### src/rtl/pipe_stage_buf.sv
// Valid/ready pipeline stage register with optional skid entry,
// synchronous flush and a saturating count of flushed entries.
module pipe_stage_buf #(
  parameter int unsigned       DATA_W     = 32,
  parameter int unsigned       SKID       = 1,
  parameter logic [DATA_W-1:0] RESET_DATA = '0
) (
  input  logic              clk,
  input  logic              reset,
  input  logic              flush,
  input  logic              in_valid,
  output logic              in_ready,
  input  logic [DATA_W-1:0] in_data,
  input  logic [31:0]       in_pc,
  output logic              out_valid,
  input  logic              out_ready,
  output logic [DATA_W-1:0] out_data,
  output logic [31:0]       out_pc,
  output logic [1:0]        occupancy,
  output logic [15:0]       drop_count
);

  localparam logic [DATA_W+31:0] RST_EXT = {32'd0, RESET_DATA};
  localparam logic [31:0] RESET_PC = RST_EXT[31:0];

  logic              m_v_q, m_v_d;
  logic              s_v_q, s_v_d;
  logic [DATA_W-1:0] m_data_q, m_data_d;
  logic [DATA_W-1:0] s_data_q, s_data_d;
  logic [31:0]       m_pc_q, m_pc_d;
  logic [31:0]       s_pc_q, s_pc_d;
  logic [15:0]       drop_q, drop_d;

  logic        accept;
  logic        emit;
  logic [1:0]  drop_inc;
  logic [16:0] drop_sum;

  assign in_ready = (SKID != 0) ? !s_v_q : (!m_v_q | out_ready);

  always_comb begin
    accept   = in_valid & in_ready;
    emit     = m_v_q & out_ready;
    m_v_d    = m_v_q;
    s_v_d    = s_v_q;
    m_data_d = m_data_q;
    s_data_d = s_data_q;
    m_pc_d   = m_pc_q;
    s_pc_d   = s_pc_q;
    drop_d   = drop_q;
    drop_inc = {1'b0, m_v_q & ~out_ready} + {1'b0, s_v_q};
    drop_sum = {1'b0, drop_q} + {15'd0, drop_inc};

    if (flush) begin
      // an entry leaving this edge counts as delivered, not dropped
      m_v_d    = 1'b0;
      s_v_d    = 1'b0;
      m_data_d = RESET_DATA;
      s_data_d = RESET_DATA;
      m_pc_d   = RESET_PC;
      s_pc_d   = RESET_PC;
      drop_d   = drop_sum[16] ? 16'hFFFF : drop_sum[15:0];
    end else if (SKID == 0) begin
      if (accept) begin
        m_v_d    = 1'b1;
        m_data_d = in_data;
        m_pc_d   = in_pc;
      end else if (emit) begin
        m_v_d = 1'b0;
      end
    end else if (!m_v_q) begin
      if (accept) begin
        m_v_d    = 1'b1;
        m_data_d = in_data;
        m_pc_d   = in_pc;
      end
    end else if (emit) begin
      if (s_v_q) begin
        s_v_d    = 1'b0;
        m_data_d = s_data_q;
        m_pc_d   = s_pc_q;
      end else if (accept) begin
        m_data_d = in_data;
        m_pc_d   = in_pc;
      end else begin
        m_v_d = 1'b0;
      end
    end else if (accept) begin
      s_v_d    = 1'b1;
      s_data_d = in_data;
      s_pc_d   = in_pc;
    end
  end

  always_ff @(posedge clk) begin
    if (reset) begin
      m_v_q    <= 1'b0;
      s_v_q    <= 1'b0;
      m_data_q <= RESET_DATA;
      s_data_q <= RESET_DATA;
      m_pc_q   <= RESET_PC;
      s_pc_q   <= RESET_PC;
      drop_q   <= 16'd0;
    end else begin
      m_v_q    <= m_v_d;
      s_v_q    <= s_v_d;
      m_data_q <= m_data_d;
      s_data_q <= s_data_d;
      m_pc_q   <= m_pc_d;
      s_pc_q   <= s_pc_d;
      drop_q   <= drop_d;
    end
  end

  assign out_valid  = m_v_q;
  assign out_data   = m_data_q;
  assign out_pc     = m_pc_q;
  assign occupancy  = {1'b0, m_v_q} + {1'b0, s_v_q};
  assign drop_count = drop_q;

endmodule

### config.mk
export PLATFORM = sky130hd
export DESIGN_NAME = pipe_stage_buf
export DESIGN_NICKNAME = d
export VERILOG_FILES = /design/src/rtl/pipe_stage_buf.sv
export SDC_FILE = /design/constraint.sdc
export NUM_CORES = 1
export LEC_CHECK = 0
export BUFFER_PORTS_ARGS = -buffer_cell sky130_fd_sc_hd__buf_2
export CAP_MARGIN = 20
export CORE_ASPECT_RATIO = 1.1
export CORE_MARGIN = 1.5
export CORE_UTILIZATION = 45
export CTS_CLUSTER_DIAMETER = 80
export CTS_CLUSTER_SIZE = 28
export DETAILED_ROUTE_END_ITERATION = 16
export PLACE_DENSITY = 0.72
export SLEW_MARGIN = 20
export SYNTH_ARGS = -nofsm -noshare
export SYNTH_HDL_FRONTEND = slang
export SYNTH_SLANG_ARGS = --single-unit
### constraint.sdc
create_clock -name clk -period 3.51 [get_ports clk]
set_clock_uncertainty 0.1 [all_clocks]
set_input_delay 0.1755 -clock clk [delete_from_list [all_inputs] [get_ports clk]]
set_output_delay 0.1755 -clock clk [all_outputs]
set_load 0.01 [all_outputs]
==> results of run 1 <==
layout make-up:
cell class              count  area share (%)
flip-flops and latches    146            37.7
multi-input cells         458            31.5
repair buffers            230            19.7
clock buffers              23            6.30
well taps                 154            2.49
clock inverters             9            1.96
inverters                   6           0.291
critical path: stages:
cell	delay [ps]
dlygate4sd3_1	540
buf_2	140
nand2b_2	190
fa_1	410
inv_1	100
ha_1	230
nand4_4	150
nor2_1	180
nand4_1	380
buf_4	320
a21oi_1	140
where the power goes:
group / leakage (µW) / internal (µW) / switching, µW / total (µW)
Clock: 0.000313 / 1260 / 685 / 1950
Sequential: 0.00118 / 1700 / 22.7 / 1720
Combinational: 0.00162 / 151 / 183 / 334
registers in the layout, summed over array words and instances (netlist names):
name and count:
out_data 32, out_pc 32, s_data_q 32, s_pc_q 32, drop_count 16, out_valid 1, s_v_q 1
cell usage after synthesis:
cell type,n,area (µm²)
dfxtp_1,146,2920
nand2_1,134,503
a21boi_4,1,18.8
buf_2,27,135
ha_1,2,25.0
a211oi_1,1,7.51
and3_1,1,6.26
mux2i_1,1,10.0
nand2b_1,2,12.5
or2_1,1,6.26
nor2_4,1,11.3
nand3b_1,1,7.51
nor3_1,3,15.0
xor2_1,3,26.3
nand3_2,1,10.0
fa_1,1,20.0
clkbuf_1,28,105
a21oi_2,10,87.6
o22ai_1,64,400
nor4_1,3,18.8
nand4b_1,1,8.76
a21oi_1,132,661
a31oi_1,4,25.0
nor2_1,5,18.8
nor4_4,1,21.3
buf_4,1,7.51
o21ai_0,5,25.0
a311oi_1,2,17.5
inv_1,6,22.5
o21a_1,1,7.51
or2_2,1,6.26
nand3_1,3,15.0
nand4_1,2,12.5
o21ai_1,60,300
nand4_4,2,42.5
xnor2_1,8,70.1
and4_2,1,10.0
buf_1,3,11.3
path summary, 6_finish.rpt:
| check | end | slack, ps | cells after the start |
|---|---|---|---|
| setup / recovery | drop_count[13]$_SDFFE_PP0P_ | 820 | 11 |
| hold reg to reg | s_data_q[1]$_SDFFE_PP0P_ | 350 | 2 |
| setup reg to reg | drop_count[13]$_SDFFE_PP0P_ | 880 | 9 |
| hold / removal | drop_count[5]$_SDFFE_PP0P_ | 80 | 2 |
layer usage:
metal / routed length (µm) / part of all wire, %
met1: 6870 / 42
met2: 8050 / 49
met3: 1030 / 6.3
met4: 429 / 2.6
met5: 0 / 0
logic make-up (layout without fill, tap and decap cells):
family | count (synthesis) | in the layout | share of synthesized area (%)
compound gates | 280 | 280 | 27.5
xor+xnor | 11 | 11 | 1.71
fa+ha+maj | 3 | 3 | 0.800
buf+inv | 65 | 268 | 5.00
flops | 146 | 146 | 51.9
mux | 1 | 1 | 0.178
simple gates | 163 | 163 | 12.9
stage by stage:
step	utilization (%)	area [µm²]	worst slack [ps]	power, µW	std cells
2_1_floorplan	-	5630	1000	1900	669
3_3_place_gp	53.1	6440	1080	2020	928
3_5_place_dp	53.1	6440	898	2020	928
4_1_cts	63.8	7740	837	4010	1026
5_1_grt	63.8	7740	648	4120	1026
6_report	63.8	7740	818	4000	1026
repair_timing:
item                                    in CTS  in global routing
hold endpoints to repair                   114                  0
endpoints found under the setup margin       0                  0
hold buffers                                66                  0
==> impl_metrics.ini, run 1 <==
[cells_and_area]
most-common-layout-cells = buf_2 (152), dfxtp_1 (146), nand2_1 (133)
antenna_cells = 0
nets = 931
final_common_cell = buf_2
multi_input_area_um2 = 2440
seq_area_um2 = 2920
area_growth_pct = 37.5
fillCellCount = 983
final_layout_size_suffix_gt1_share_pct = 24.9

[timing]
max_freq_mhz = 371
worst_pin_slew_ps = 931
rsz0062_at_grt = no
fin_crit_ps = 2690
worst_hold_slack_ps = 75.7
period_share_pct = 76.7
maxSlewViolCount = 0
setup_tns_ps = 0
hold_viol_final = 0
final-setup-viol-count = 0
relSlewSlack_pct = 37.8

[clock_tree]
clk_latency_ps = 430
path_clk_slew_ps = 60
cts_setup_buffers = 0
cts_buffers = 17
tritoncts = built
clk_path_buf_depth = 2
clock-root-buffer = clkbuf_16
htreeDepth = 4
clock-sinks = 146
cts_resized = 0

[drt]
drt_wl_total_um = 16400
drc = 0
vias = 5770
post_drt_via_cell_ratio = 5.62
wl_per_cell_um = 16.0
ant_nets = 0
drt_iter0_markers = 555
first_pass_iters = 5

[floorplanning]
dieArea_um2 = 13200
rows = 42
io_pins = 153
chipWidth_um = 110
start_util_pct = 46.4
core_area_um2 = 12100
die_h_um = 120

[global_routing]
grt_max_degree = 69
grt_pass1_wl_um = 25800
grt_overflow_total = 0
antenna_found_initial = 0
grtUsageMet3_pct = 5.93
grtUsageMet2_pct = 42.0
grt_pass1_vias = 5394
grt.met1_usage_pct = 30.3
top_usage_layer = met2
track_usage_pct = 25.2

[synthesis]
syn-cell-area_um2 = 5630
ys_types = 38
synthCells = 669
syn_avg_cell_area_um2 = 8.42
synth_nets = 741
ys_ff_latch = 146
synth_warnings = 0
ys_seq_area_share_pct = 51.9

[status]
status = finished, final reports clean

[power]
p_per_area_nw_per_um2 = 517
p_leak_uw = 0.00312
peakVddDrop_mv = 0.349

[worst_setup_path]
critPathArrivalTime_ps = 2950
cp_max_fo = 7
critical_path.startpoint = out_ready
crit_path_end_kind = register
required_ps = 3760
critPathKind = primary input to register
rr_startpoint = out_valid$_SDFF_PP0_
cp-start-kind = primary input

[flow_run]
maxCapViolCount = 0

[placement]
io_buffers = 152
dp_hpwl_um = 9520
globalplace.congestion = 0.790

[hold_path]
hold_start = reset
min-delay-path-class = primary input to register
Note: power is estimated with default switching activity, not from simulation.
==> run 2: changes to the inputs <==
--- a/config.mk
+++ b/config.mk
@@ -5,6 +5,7 @@
 export SDC_FILE = /design/constraint.sdc
 export NUM_CORES = 1
 export LEC_CHECK = 0
+export ABC_AREA = 1
 export BUFFER_PORTS_ARGS = -buffer_cell sky130_fd_sc_hd__buf_2
 export CAP_MARGIN = 20
 export CORE_ASPECT_RATIO = 1.1
==> constraint.sdc (replaced) <==
create_clock -name clk -period 2.8 [get_ports clk]
set_clock_uncertainty 0.1 [all_clocks]
set_input_delay 0.14 -clock clk [delete_from_list [all_inputs] [get_ports clk]]
set_output_delay 0.14 -clock clk [all_outputs]
set_load 0.01 [all_outputs]
==> run 2 against run 1 <==
Count of clock-buffer cells in the layout rose by 1. Register-to-register slack got worse by 470 ps. Synthesized area grew 3.4%. Power up 24%. Setup slack worse by 410 ps. Clock power is 23% higher. Hold slack got worse by 13 ps. Sequential share of layout area shrank 0.28 points. Critical path type is now register to register. Cell count up 5.1%. Design area increased by 0.76%.
==> impl_metrics.ini, run 2 <==
[synthesis]
synthArstFlopShare_pct = 0
synth_edf_count = 0
synthCells = 721
ys_seq_area_share_pct = 50.2
synth_warnings = 0
syn_avg_cell_area_um2 = 8.08
syn-cell-area_um2 = 5830
yosysTopAreaCellShare_pct = 50.2
synth_nets = 793
yosys.area.top_type = dfxtp_1
synth.most_common_cell = dfxtp_1
synthTopCellsByArea = dfxtp_1 (50%), nor2_1 (9.2%), o21ai_0 (8.6%), o22ai_1 (6.9%), a21oi_1 (6.4%)
ys_ff_latch = 146
yosys-top-cells-count = dfxtp_1 (146), nor2_1 (143), o21ai_0 (100)
ys.flop_type = dfxtp_1
ys_types = 33

[drt]
drt_iter0_markers = 411
drt_wl_total_um = 15700
post_drt_via_cell_ratio = 5.30
first_pass_iters = 5
vias = 5718
wl_per_cell_um = 14.5
drc = 0
ant_nets = 0

[floorplanning]
chipWidth_um = 111
rows = 43
dieArea_um2 = 13600
io_pins = 153
start_util_pct = 46.1
core_area_um2 = 12600
die_h_um = 122

[timing]
fin_crit_ps = 2390
relSlewSlack_pct = 49.6
period_share_pct = 85.5
setup_tns_ps = 0
final-setup-viol-count = 0
maxSlewViolCount = 0
hold_viol_final = 0
worst_pin_slew_ps = 757
rsz0062_at_grt = no
max_freq_mhz = 418

[worst_setup_path]
cp-start-kind = register
cp_max_fo = 12
crit_path_end_kind = register
cp_slowest_stage_delay_ps = 420
crit_buf_inv = 4
path_cells = inv_2 -> nor2_8 -> inv_2 -> fa_1 -> inv_1 -> ha_1 -> nand3_1 -> nor2_1 -> nand4_1 -> nand3_1 -> nand2_1 -> inv_1
critPathArrivalTime_ps = 2670
path_delay_family = simple AND/OR/NAND/NOR gates
slowest_stage = dfxtp_1
required_ps = 3070
critPathKind = register to register

[cells_and_area]
final_common_cell = buf_2
final_layout_size_suffix_gt1_share_pct = 22.4
stdcell_count = 1078
antenna_cells = 0
most-common-layout-cells = buf_2 (152), dfxtp_1 (146), nor2_1 (143)
nets = 980
multi_input_area_um2 = 2430
seq_area_um2 = 2920
area_growth_pct = 33.9
fillCellCount = 1105

[placement]
io_buffers = 152
globalplace.congestion = 0.797
dp_hpwl_um = 8910
place.detailed.instances = 981

[global_routing]
track_usage_pct = 23.1
grt_overflow_total = 0
grt_pass1_vias = 5277
grt_max_degree = 112
antenna_found_initial = 0
grt_pass1_wl_um = 25400

[clock_tree]
cts_buffers = 17
path_clk_slew_ps = 60
clock-sinks = 146
clk_path_buf_depth = 2
htreeDepth = 4
clock-root-buffer = clkbuf_16
tritoncts = built
clk_latency_ps = 420

[power]
p_leak_uw = 0.00326
p_per_area_nw_per_um2 = 636
peakVddDrop_mv = 0.435

[hold_path]
min-delay-path-class = primary input to register

[flow_run]
maxCapViolCount = 0

[status]
status = finished, final reports clean
run 2: changes by cell type in the layout (fill, tap and decap cells not counted), moves of 3 or more:
cell	delta
nand2_1	-96
buf_4	-5
a21oi_1	-58
inv_1	+17
o21ai_0	+95
nand3_1	+7
nor4_1	-3
nor2_1	+139
xnor2_1	-6
inv_2	+4
a21oi_2	-10
o21ai_1	-28
run 2: cells by family after synthesis:
kind of cell	after synthesis	share of synthesized area (%)
xor gates and xnor gates	6	0.902
DFF	146	50.2
AOI/OAI and AO/OA	275	25.3
adders and majority gates	3	0.773
muxes	2	0.344
and+or+nand+nor	204	14.4
buffers and inverters	85	8.08
run 2: routing by layer:
metal	GRT usage (%)	wire (µm)	vias to the layer above
met2	37.7	7390	192
met1	29.5	7030	2643
met5	0	0	-
met3	6.07	963	23
met4	9.10	266	0
li1	-	-	2860
run 2: final cells by class:
class,instances,share of cell area [%]
well taps,157,2.52
clock buffers,24,6.56
flip-flops and latches,146,37.5
clock inverters,8,1.56
inverters,27,1.30
repair buffers,226,19.4
multi-input cells,490,31.2
run 2: report_power, final:
group	internal, µW	switching, µW
sequential	2130	25.2
clock	1540	845
combinational	195	227
total	3870	1100
run 2: worst min-delay path, delay by kind of cell:
| kind | cells | cell delay (ps) |
|---|---|---|
| buffers and inverters | 1 | 140 |
| AO/OA/AOI/OAI | 2 | 270 |
run 2: repair_timing:
| item | CTS | global route |
|---|---|---|
| endpoints found under the hold margin | 139 | 0 |
| setup buffers | 0 | 0 |
| hold buffers | 65 | 0 |
| gates resized for setup | 0 | 0 |
run 2: final timing paths:
path / from / endpoint / slack [ps] / cells past startpoint
max: out_valid$_SDFF_PP0_ / drop_count[13]$_SDFFE_PP0P_ / 410 / 12
min: out_ready / s_v_q$_SDFFE_PP0P_ / 60 / 3
max reg2reg: out_valid$_SDFF_PP0_ / drop_count[13]$_SDFFE_PP0P_ / 410 / 12
min reg2reg: s_pc_q[4]$_SDFFE_PP0P_ / s_pc_q[4]$_SDFFE_PP0P_ / 380 / 2
run 2: metrics by stage:
step	total power, µW	setup WS [ps]	cell area, µm²	hold WS [ps]	util, %
6_report	4960	405	7800	63.0	61.7
5_1_grt	5130	145	7800	56.6	61.7
4_1_cts	4990	376	7800	46.5	61.7
3_5_place_dp	2550	409	6520	303	51.6
3_3_place_gp	2540	451	6520	292	51.6
2_1_floorplan	2410	471	5830	109	-
